--- config.mk ---
export PLATFORM = sky130hd
export DESIGN_NAME = serial_adder
export DESIGN_NICKNAME = d
export VERILOG_FILES = /design/src/rtl/serial_adder.sv
export SDC_FILE = /design/constraint.sdc
export NUM_CORES = 1
export LEC_CHECK = 0
export ABC_CLOCK_PERIOD_IN_PS = 4080
export CORE_MARGIN = 1.5
export CORE_UTILIZATION = 45
export CTS_BUF_LIST = sky130_fd_sc_hd__clkbuf_4
export CTS_CLUSTER_DIAMETER = 200
export CTS_CLUSTER_SIZE = 20
export DETAILED_ROUTE_END_ITERATION = 8
export DONT_BUFFER_PORTS = 1
export PLACE_DENSITY = 0.57
export SLEW_MARGIN = 20
export SYNTH_ARGS = -nofsm -noshare
export SYNTH_HDL_FRONTEND = slang
export SYNTH_SLANG_ARGS = --single-unit
--- constraint.sdc ---
create_clock -name clk -period 4.08 [get_ports clk]
set_input_delay 0.408 -clock clk [delete_from_list [all_inputs] [get_ports clk]]
set_output_delay 0.408 -clock clk [all_outputs]
set_load 0.05 [all_outputs]
--- src/rtl/serial_adder.sv ---
// rtl/serial_adder.sv - bit-serial WIDTH-bit adder, one full-adder cell from two half adders
// LSB-first over WIDTH cycles with a start/done handshake; all outputs registered.

module half_adder (
   input  logic x,
   input  logic y,
   output logic s,
   output logic c
);
   assign s = x ^ y;
   assign c = x & y;
endmodule

module serial_adder #(
   parameter int WIDTH = 8
) (
   input  logic             clk,
   input  logic             rst_n,
   input  logic             start,
   input  logic [WIDTH-1:0] a,
   input  logic [WIDTH-1:0] b,
   output logic             busy,
   output logic             done,
   output logic [WIDTH-1:0] sum,
   output logic             carry_out
);
   localparam int CW = (WIDTH > 1) ? $clog2(WIDTH) : 1;
   localparam logic [CW-1:0] LAST = CW'(WIDTH - 1);

   localparam logic [1:0] S_IDLE = 2'd0;
   localparam logic [1:0] S_ADD  = 2'd1;
   localparam logic [1:0] S_DONE = 2'd2;

   logic [1:0]       state;
   logic [WIDTH-1:0] sa;
   logic [WIDTH-1:0] sb;
   logic [WIDTH-1:0] acc;
   logic [WIDTH-1:0] acc_next;
   logic [CW-1:0]    cnt;
   logic             carry;
   logic             ha1;
   logic             c1;
   logic             c2;
   logic             s_bit;
   logic             c_next;

   half_adder u_ha1 (.x(sa[0]), .y(sb[0]), .s(ha1),   .c(c1));
   half_adder u_ha2 (.x(ha1),   .y(carry), .s(s_bit), .c(c2));
   assign c_next = c1 | c2;

   // Sum bits enter at the MSB so after WIDTH shifts bit 0 holds the LSB result.
   generate
      if (WIDTH == 1) begin : g_acc_one
         assign acc_next = s_bit;
      end else begin : g_acc_wide
         assign acc_next = {s_bit, acc[WIDTH-1:1]};
      end
   endgenerate

   always_ff @(posedge clk) begin
      if (!rst_n) begin
         state     <= S_IDLE;
         sa        <= '0;
         sb        <= '0;
         acc       <= '0;
         cnt       <= '0;
         carry     <= 1'b0;
         busy      <= 1'b0;
         done      <= 1'b0;
         sum       <= '0;
         carry_out <= 1'b0;
      end else begin
         done <= 1'b0;
         case (state)
            S_IDLE: begin
               if (start) begin
                  sa    <= a;
                  sb    <= b;
                  acc   <= '0;
                  cnt   <= '0;
                  carry <= 1'b0;
                  busy  <= 1'b1;
                  state <= S_ADD;
               end
            end
            S_ADD: begin
               carry <= c_next;
               acc   <= acc_next;
               sa    <= sa >> 1;
               sb    <= sb >> 1;
               cnt   <= cnt + CW'(1);
               if (cnt == LAST) begin
                  state     <= S_DONE;
                  busy      <= 1'b0;
                  done      <= 1'b1;
                  sum       <= acc_next;
                  carry_out <= c_next;
               end
            end
            S_DONE: begin
               state <= S_IDLE;
            end
            default: begin
               state <= S_IDLE;
            end
         endcase
      end
   end
endmodule

; ---- After elaboration in Yosys (flattened, before gate mapping)
; Cells that the tools add are included.
[op_classes]
n_reduce_logical = 7
mux = 17
n_addsub = 1
eq_ne = 4
bitwise = 5
[op_table]
columns = cell, n
row1 = $pmux W8 S2, 3
row2 = $mux W8, 3
row3 = $reduce_and A2 Y1, 4
row4 = $pmux W3 S2, 1
row5 = $mux W1, 4
row6 = $mux W2, 2
row7 = $ne A2 B2 Y1 const B, 2
row8 = $pmux W1 S2, 2
row9 = $pmux W2 S2, 1
row10 = $add A3 B1 Y3 const B, 1
row11 = $eq A3 B3 Y1 const B, 1
row12 = $mux W3, 1
row13 = $reduce_and A3 Y1, 1
row14 = $and A1 B1 Y1, 2
row15 = $eq A2 B1 Y1 const B, 1
row16 = $logic_not A2 Y1, 1
row17 = $reduce_bool A2 Y1, 1
row18 = $xor A1 B1 Y1, 2
row19 = $or A1 B1 Y1, 1
[totals]
ff_bits = 41
out_inout_bits = 11
in_bits = 19
elab_cells = 44

; ---- Depth between registers and ports, before layout
; Gate-level depths: netlist of run 1.
[depth]
ltp_word = 4
depth_mapped = 6
mapped_depth_nobuf = 5

; ---- By module
; A second synthesis of run 1 with hierarchy kept.
[unflattened]
hier_cells = 165
hier_area_um2 = 1595.3
[modules_own_cells]
columns = module, area_per_inst_um2, instances, seq_area_each_um2, cells_each
row1 = serial_adder, 1570.3, 1, 800.8, 163
row2 = half_adder, 12.5, 2, 0.0, 1

; ---- Worst setup path after synthesis of run 1
; Ideal clock, no wire load.
[synth_path]
path_kind = flip-flop to flip-flop
startpoint = register cnt[0]
endpoint = register busy
path_slack_ns = 2.777
setup_ns = 0.065
period_less_slack_ns = 1.303
t_required_ns = 4.015
stages_incl_launch_ff = 7
t_arrival_ns = 1.238
cell_sequence = dfxtp_1 ha_1 ha_1 nand3b_2 clkbuf_2 o21ai_0 nor2_1
[synth_via]
elab_chain_len = 3
[synth_rtl]
columns = element, line
row1 = from (decl), 39  ; logic [CW-1:0] cnt;
row2 = from (signal assigned), 91  ; cnt <= cnt + CW'(1);
row3 = $eq A3 B3 Y1, 92  ; if (cnt == LAST) begin
row4 = $ne A2 B2 Y1 (no source line), --
row5 = $reduce_and A3 Y1 (no source line), --
row6 = to (signal assigned), 68  ; busy <= 1'b0;
row7 = to (signal assigned), 82  ; busy <= 1'b1;
row8 = to (signal assigned), 94  ; busy <= 1'b0;
row9 = to (decl), 22  ; output logic busy,
; No other way between the ends.
; A chain may end at the register's enable or synchronous reset.

; ---- Final worst setup path of run 1
[layout_path]
startpoint = register state[0]
endpoint = register acc[7]
[layout_via]
elab_chain_len = 3
[layout_rtl]
columns = element, line
row1 = from (decl), 34  ; logic [1:0] state;
row2 = from (signal assigned), 62  ; state <= S_IDLE;
row3 = from (signal assigned), 83  ; state <= S_ADD;
row4 = from (signal assigned), 93  ; state <= S_DONE;
row5 = $eq A2 B1 Y1 / $logic_not A2 Y1 (equally long branches), 74  ; case (state)
row6 = $reduce_bool A2 Y1 (no source line) / $ne A2 B2 Y1 (equally long branches), --
row7 = $reduce_and A2 Y1 (no source line), --
row8 = to (signal assigned), 88  ; acc <= acc_next;
row9 = to (decl), 37  ; logic [WIDTH-1:0] acc;
; Parallel ways exist; a longest one is shown, timed or not.

==> results of run 1 <==
## flip-flops by register name, indices dropped and copies added (netlist names)
name / flops
sa: 8
sb: 8
sum: 8
acc: 7
cnt: 3
state: 2
busy: 1
carry: 1
carry_out: 1
done: 1
## per-stage QoR
step | utilization | total power [uW]
2_1_floorplan | - | 478
3_3_place_gp | 0.471 | 479
3_5_place_dp | 0.471 | 480
4_1_cts | 0.486 | 666
5_1_grt | 0.486 | 689
6_report | 0.486 | 660
## power groups by stage
stage	registers [uW]	clock network (uW)	logic [uW]
after floorplan	425	0	52.8
after global placement	427	0	51.7
after detailed placement	427	0	53.1
after CTS	419	194	53.2
after global routing	421	210	58.6
final	418	189	52.6
## cells in the mapped netlist
cell | instances | area (sq um)
o22ai_1 | 10 | 62.6
mux2i_1 | 14 | 140
o21ai_0 | 18 | 90.1
nor2b_1 | 3 | 18.8
clkbuf_2 | 1 | 5.00
fa_1 | 1 | 20.0
dfxtp_1 | 40 | 801
buf_4 | 2 | 15.0
o211ai_1 | 14 | 105
nor2_1 | 3 | 11.3
ha_1 | 2 | 25.0
or3b_4 | 1 | 11.3
o21ai_1 | 10 | 50.1
buf_2 | 3 | 15.0
nand3_1 | 11 | 55.1
nor3b_1 | 1 | 7.51
buf_6 | 1 | 11.3
and3_1 | 2 | 12.5
nand2b_1 | 1 | 6.26
inv_1 | 1 | 3.75
clkbuf_1 | 6 | 22.5
nand2_1 | 17 | 63.8
a21oi_1 | 2 | 10.0
nand3b_2 | 1 | 11.3
buf_1 | 1 | 3.75
## worst paths after layout
| path | slack (ns) | startpoint | endpoint |
|---|---|---|---|
| setup / recovery | 2.10 | state[0] | acc[7] |
| hold / removal | 0.19 | rst_n | busy |
| setup reg to reg | 2.10 | state[0] | acc[7] |
| hold reg to reg | 0.47 | cnt[1] | cnt[1] |
## kinds of logic (layout without fill, tap and decap cells)
family          Yosys count  in the layout  synth area share
compound gates           54             54             0.201
buf+inv                  15             10            0.0484
flops                    40             40             0.508
mux                      14             14            0.0888
simple gates             40             40             0.125
fa+ha+maj                 3              3            0.0285
## layout make-up
cell class,count,share of cell area
clock buffer,5,0.0231
clock inverter,3,0.00849
inverter,1,0.00231
multi-input combinational,111,0.432
sequential,40,0.494
tap,46,0.0355
timing repair buffer,1,0.00463
## layer usage
metal / GRT usage / wire length (microns) / share of wire
met4: 0.0750 / 49 / 0.016
met3: 0.0525 / 171 / 0.057
met2: 0.266 / 1350 / 0.45
met5: 0 / 0 / 0
met1: 0.208 / 1450 / 0.48
==> run_results.csv, run 1 <==
group,metric,value,unit
die,fp-row-count,21,
die,chipWidth,62.2,microns
synth,synth_seq_cells,40,
setup_path,cp.required,4.35,ns
routing,drt_iter0_drc,73,
die,core,3340,sq um
layout,drive_gt1_frac,0.0621,
grt,antenna_found_initial,0,
routing,vias_per_cell,5.64,
routing,routedWlPerCell,14.6,microns
layout,num-fill-cells,335,
placed_design,place_area,1570,sq um
setup_path,critPathBufInv,0,
placed_design,hpwl,1970,microns
placed_design,pre_cts_ws,2.06,ns
sta,worstMarginPinSlew,1.10,ns
sta,period_share,0.485,
layout,final_cell_count_no_fill,207,
setup_path,crit_arrival,2.25,ns
synth,syn-num-nets,188,
layout,layout_common_cells,"40 x dfxtp_1, 18 x o21ai_0, 17 x nand2_1",
setup_path,path_max_fanout,16,
layout,syn_to_final_growth,2.78,%
clock_tree,worstSkewPairLatency,0.35,ns
clock_tree,cts.repair_timing.setup_buffer_count,0,
placed_design,port_buffers,0,
die,die_h,62.2,microns
routing,vias,1167,
setup_path,cp-start-kind,"flip-flop",
grt,grt_overflow,0,
sta,drv_slew,0,
setup_path,critPathMostFrequentCell,"nor2_1",
hold_path,hold_path_class,"input pin to flip-flop",
sta,rsz0062_at_grt,"no",
layout,diodes,0,
die,fp.dieArea,3870,sq um
sta,setup_violations,0,
die,start_util,0.473,
routing,drcViolationCount,0,
placed_design,place_congestion,0.683,
sta,skew,0.00699,ns
sta,fin_crit,1.98,ns
sta,tns,0,ns
pwr,powerDensity,407,nW/um^2
sta,fmax,506,MHz
grt,grt_max_degree,48,
layout,layout_commonest_cell,"dfxtp_1",
grt,grt_pass1_vias,1109,
sta,fin_hold_ws,0.195,ns
layout,multi_input_comb_area,701,sq um
placed_design,dpl.cell_count,199,
grt,grt_pass1_wl,5090,microns
clock_tree,htreeDepth,2,
setup_path,crit_type,"flip-flop to flip-flop",
status,status,"completed",
setup_path,path_cells,"nor2_1, nor2_1, o22ai_1",
synth,syn_area_per_cell,9.50,sq um
clock_tree,cts_tree,"built",
pwr,vdd_drop_max,0.219,mV
setup_path,cp_slowest_stage_delay,0.84,ns
clock_tree,clk_pin_slew,0.11,ns
clock_tree,cts_made_buffers,5,
synth,yosysWarnings,0,
pwr,leakage,0.000571,uW
routing,ant_nets,0,
clock_tree,cts_root_buf,"clkbuf_4",
setup_path,r2r_cells,3,
setup_path,cp_top_family,"simple AND/OR/NAND/NOR gates",
routing,finalWirelength,3020,microns
pwr,switching_share,0.255,
grt,track_usage,0.167,
clock_tree,cts-resized-gates,0,
layout,fin_nets,182,
sta,relSlewSlack,0.261,
pwr,pwr-share-seq,0.634,
routing,first_pass_iters,4,
pwr,p_int,492,uW
setup_path,cp.depth,3,
synth,synthCells,166,
synth,syn_area,1580,sq um
pwr,clockPowerShare,0.287,
synth,yosysSeqAreaShare,0.508,
setup_path,cp-end-kind,"flip-flop",
clock_tree,holdBufCountCts,0,
pwr,p_switching,168,uW
sta,finalHoldViolations,0,
clock_tree,clock_sinks,40,
flow_run,cap_viol_max_count,0,
clock_tree,clock_path_buffers,2,
synth,yosysUniqueCellTypes,25,
die,ios,30,
sta,setup_slack,2.10,ns
layout,final_cell_area,1620,sq um
setup_path,crit_slowest_cell,"nor2_1",
hold_path,whs_path_depth,2,
layout,seqCellArea,801,sq um
pwr,power_frac_comb,0.080,
(Power assumes the default switching activity.)
==> run 2: changes to the inputs <==
- ABC_CLOCK_PERIOD_IN_PS: 4080 -> 1680
- PLACE_DENSITY: 0.57 -> 0.59
- clock period: 4.08 -> 1.68 ns (I/O delays scaled with it)
==> run 2 against run 1 <==
Critical path depth up 2; worst setup slack worse by 1.9 ns; sequential power up 140%; cell area up 12%; power up 150%; clock skew down 0.00085 ns; core utilization up 5.6 points; clock power up 140%; via count up 6.4%; hold slack worse by 0.18 ns; critical endpoint is now sum[7]; highest routed layer unchanged.
==> run_results.csv, run 2 (same netlist as run 1, synthesis figures left out) <==
group,metric,value,unit
pwr,powerDensity,906,nW/um^2
pwr,power.total,1640,uW
layout,fin_nets,203,
pwr,leakage,0.000666,uW
setup_path,crit_arrival,1.67,ns
setup_path,path_cells,"ha_1, ha_1, nand3b_2, nand3_1, o21ai_0",
die,ios,30,
clock_tree,cts_root_buf,"clkbuf_4",
die,fp.dieArea,3870,sq um
routing,ant_nets,0,
placed_design,port_buffers,0,
setup_path,crit_slowest_cell,"dfxtp_1",
grt,grt_overflow,0,
die,core,3340,sq um
hold_path,whs_path_depth,2,
clock_tree,cts_made_buffers,5,
setup_path,cp-end-kind,"flip-flop",
clock_tree,holdBufCountCts,11,
die,chipWidth,62.2,microns
grt,antenna_found_initial,0,
clock_tree,clock_sinks,40,
clock_tree,clock_path_buffers,2,
grt,track_usage,0.181,
layout,drive_gt1_frac,0.0989,
routing,routedWlPerCell,14.0,microns
sta,tns,0,ns
sta,drv_slew,0,
flow_run,cap_viol_max_count,0,
setup_path,crit_type,"flip-flop to flip-flop",
clock_tree,clk_pin_slew,0.11,ns
routing,first_pass_iters,4,
die,fp-row-count,21,
routing,finalWirelength,3180,microns
routing,vias,1242,
die,start_util,0.473,
placed_design,place_congestion,0.730,
sta,setup_violations,0,
layout,diodes,0,
grt,grt_pass1_wl,5550,microns
status,status,"completed",
grt,grt_pass1_vias,1218,
setup_path,cp_slowest_stage_delay,0.38,ns
setup_path,path_max_fanout,19,
sta,period_share,0.860,
clock_tree,cts.repair_timing.setup_buffer_count,0,
clock_tree,htreeDepth,2,
die,die_h,62.2,microns
sta,fmax,692,MHz
setup_path,critPathMostFrequentCell,"ha_1",
sta,fin_crit,1.44,ns
setup_path,cp-start-kind,"flip-flop",
clock_tree,worstSkewPairLatency,0.34,ns
sta,rsz0062_at_grt,"no",
setup_path,cp.required,1.90,ns
pwr,vdd_drop_max,0.423,mV
grt,grt_max_degree,36,
routing,drcViolationCount,0,
placed_design,hpwl,2030,microns
sta,relSlewSlack,0.471,
clock_tree,cts_tree,"built",
setup_path,r2r_cells,5,
layout,syn_to_final_growth,14.7,%
routing,vias_per_cell,5.45,
layout,layout_common_cells,"40 x dfxtp_1, 18 x o21ai_0, 17 x nand2_1",
hold_path,hold_path_class,"input pin to flip-flop",
sta,worstMarginPinSlew,0.790,ns
routing,drt_iter0_drc,77,
layout,layout_commonest_cell,"dfxtp_1",
sta,finalHoldViolations,0,
sta,skew,0.00615,ns
clock_tree,cts-resized-gates,0,
layout,reg_top3,"sa x8, sb x8, sum x8",
[run 2: cell types whose count changed in the layout (fill, tap and decap cells not counted)]
cell	before	now
buf_2	0	1
buf_4	1	8
dlygate4sd3_1	0	13
[run 2: final timing paths]
check	from	to	slack (ns)
worst max-delay path	cnt[0]	sum[7]	0.24
worst min-delay path	rst_n	sa[2]	0.02
worst min register to register	cnt[2]	cnt[2]	0.47
worst max register to register	cnt[0]	sum[7]	0.24
[run 2: critical path: cells and delay by family (launching register included)]
family	cells	cell delay [ns]
AOI/OAI and AO/OA	1	0.10
adders and majority gates	2	0.38
DFF	1	0.38
and+or+nand+nor	2	0.47
[run 2: layer usage]
layer	up-vias	track usage	wire [microns]
li1	635	-	-
met4	0	0.0583	49
met1	575	0.218	1470
met5	-	0	0
met2	26	0.313	1510
met3	6	0.0525	148
[run 2: cell type report]
type                            instances  area [sq um]
Clock buffer                            5          37.5
Clock inverter                          3          13.8
Fill cell                             318          1530
Inverter                                1          3.75
Multi-Input combinational cell        111           701
Sequential cell                        40           801
Tap cell                               46          57.6
Timing Repair Buffer                   22           195
[run 2: stage by stage]
| stage | instances | area (sq um) | utilization | setup slack (ns) | hold slack [ns] |
|---|---|---|---|---|---|
| finish | 228 | 1810 | 0.542 | 0.235 | 0.0151 |
| global route | 228 | 1810 | 0.542 | 0.120 | 0.00191 |
| CTS | 225 | 1780 | 0.535 | 0.0675 | 0.000264 |
| detailed placement | 206 | 1620 | 0.486 | 0.253 | 0.319 |
| global placement | 206 | 1620 | 0.486 | 0.311 | 0.310 |
| floorplan | 166 | 1580 | - | 0.377 | 0.327 |
[run 2: report_power, final]
| group | internal (uW) | switching [uW] | leakage (uW) |
|---|---|---|---|
| combinational | 78.9 | 98.6 | 0.000308 |
| clock | 154 | 299 | 0.0000324 |
| sequential | 987 | 22.4 | 0.000326 |
==> run 3: changes to the inputs <==
- DONT_BUFFER_PORTS: 1 -> unset
- PLACE_DENSITY: 0.59 -> 0.7
==> run 3 against run 2 <==
Via count grew 3.3%; highest routed layer unchanged; combinational power up 16%; global-route usage increased by 0.28 points; worst setup slack worse by 0.19 ns.
==> run_results.csv, run 3 (same netlist as run 1, synthesis figures left out) <==
group,metric,value,unit
sta,skew,0.00387,ns
die,core,3340,sq um
clock_tree,cts_root_buf,"clkbuf_4",
routing,vias_per_cell,5.39,
routing,drt_iter0_drc,45,
grt,track_usage,0.184,
layout,layout_commonest_cell,"dfxtp_1",
layout,reg_top3,"sa x8, sb x8, sum x8",
grt,grt_pass1_vias,1316,
status,status,"completed",
die,die_h,62.2,microns
layout,drive_gt1_frac,0.0677,
grt,grt_pass1_wl,5620,microns
die,chipWidth,62.2,microns
die,start_util,0.473,
sta,drv_slew,0,
sta,tns,0,ns
die,ios,30,
sta,worstMarginPinSlew,0.807,ns
clock_tree,worstSkewPairLatency,0.36,ns
pwr,powerDensity,859,nW/um^2
routing,routedWlPerCell,13.7,microns
clock_tree,htreeDepth,2,
setup_path,cp-end-kind,"output pin",
sta,finalHoldViolations,0,
setup_path,cp.required,1.51,ns
placed_design,pre_cts_ws,-0.0389,ns
hold_path,hold_path_class,"input pin to flip-flop",
sta,setup_slack,0.0484,ns
grt,grt_overflow,0,
setup_path,path_max_fanout,1,
clock_tree,cts_made_buffers,5,
pwr,power.total,1670,uW
setup_path,cp_top_family,"buffers and inverters",
layout,fin_nets,214,
routing,vias,1283,
setup_path,crit_arrival,1.46,ns
sta,period_share,0.971,
grt,antenna_found_initial,0,
die,fp.dieArea,3870,sq um
setup_path,cp_slowest_stage_delay,0.79,ns
setup_path,path_cells,"clkdlybuf4s50_1",
sta,setup_violations,0,
clock_tree,clock_sinks,40,
placed_design,port_buffers,29,
layout,num-fill-cells,341,
placed_design,place_congestion,0.757,
pwr,vdd_drop_max,0.429,mV
setup_path,critPathBufInv,1,
layout,final_util,0.582,
sta,fin_hold_ws,0.382,ns
setup_path,cp-start-kind,"flip-flop",
routing,finalWirelength,3250,microns
placed_design,hpwl,2210,microns
sta,fin_crit,1.63,ns
sta,relSlewSlack,0.460,
routing,ant_nets,0,
clock_tree,clk_pin_slew,0.11,ns
flow_run,cap_viol_max_count,0,
layout,layout_common_cells,"40 x dfxtp_1, 19 x clkdlybuf4s50_1, 18 x o21ai_0",
pwr,leakage,0.000790,uW
sta,fmax,613,MHz
clock_tree,clock_path_buffers,2,
setup_path,crit_slowest_cell,"clkdlybuf4s50_1",
routing,first_pass_iters,4,
clock_tree,cts_tree,"built",
routing,drcViolationCount,0,
sta,rsz0062_at_grt,"no",
layout,syn_to_final_growth,23.0,%
layout,diodes,0,
setup_path,crit_type,"flip-flop to output pin",
grt,grt_max_degree,47,
die,fp-row-count,21,
## run 3: path summary, 6_finish.rpt
kind / start / endpoint / slack, ns / cells after the start
max: done / done / 0.05 / 1
min: b[7] / sb[7] / 0.38 / 3
max reg2reg: state[1] / cnt[1] / 0.19 / 2
min reg2reg: sum[5] / sum[5] / 0.47 / 2
## run 3: stage by stage
stage	cell area, sq um	std cells
final	1940	238
after detailed placement	1890	231
after global routing	1940	238
after CTS	1930	238
after global placement	1890	231
after floorplan	1580	166
## run 3: cell type report
| cell class | instances | area, sq um | area share |
|---|---|---|---|
| well taps | 46 | 57.6 | 0.0297 |
| clock inverters | 2 | 7.51 | 0.00387 |
| flip-flops and latches | 40 | 801 | 0.413 |
| inverters | 1 | 3.75 | 0.00193 |
| repair buffers | 33 | 333 | 0.172 |
| clock buffers | 5 | 37.5 | 0.0193 |
| multi-input cells | 111 | 701 | 0.361 |
## run 3: report_power, final
| group | internal, uW | leakage (uW) | total (uW) | switching (uW) |
|---|---|---|---|---|
| clock | 146 | 0.0000261 | 452 | 305 |
| sequential | 987 | 0.000326 | 1010 | 21.4 |
| combinational | 99.5 | 0.000438 | 206 | 107 |
## run 3: timing repair
action                     CTS  global route
hold buffers                 0             0
hold endpoints to repair     0             0
resized for setup            4             4
buffers inserted             0             0
setup endpoints to repair    4             4
## run 3: per-layer routing
| metal | vias up | track usage | routed length, microns |
|---|---|---|---|
| met5 | - | 0 | 0 |
| met4 | 0 | 0.100 | 63 |
| met3 | 5 | 0.0326 | 111 |
| met2 | 24 | 0.333 | 1640 |
| met1 | 596 | 0.205 | 1440 |
| li1 | 658 | - | - |
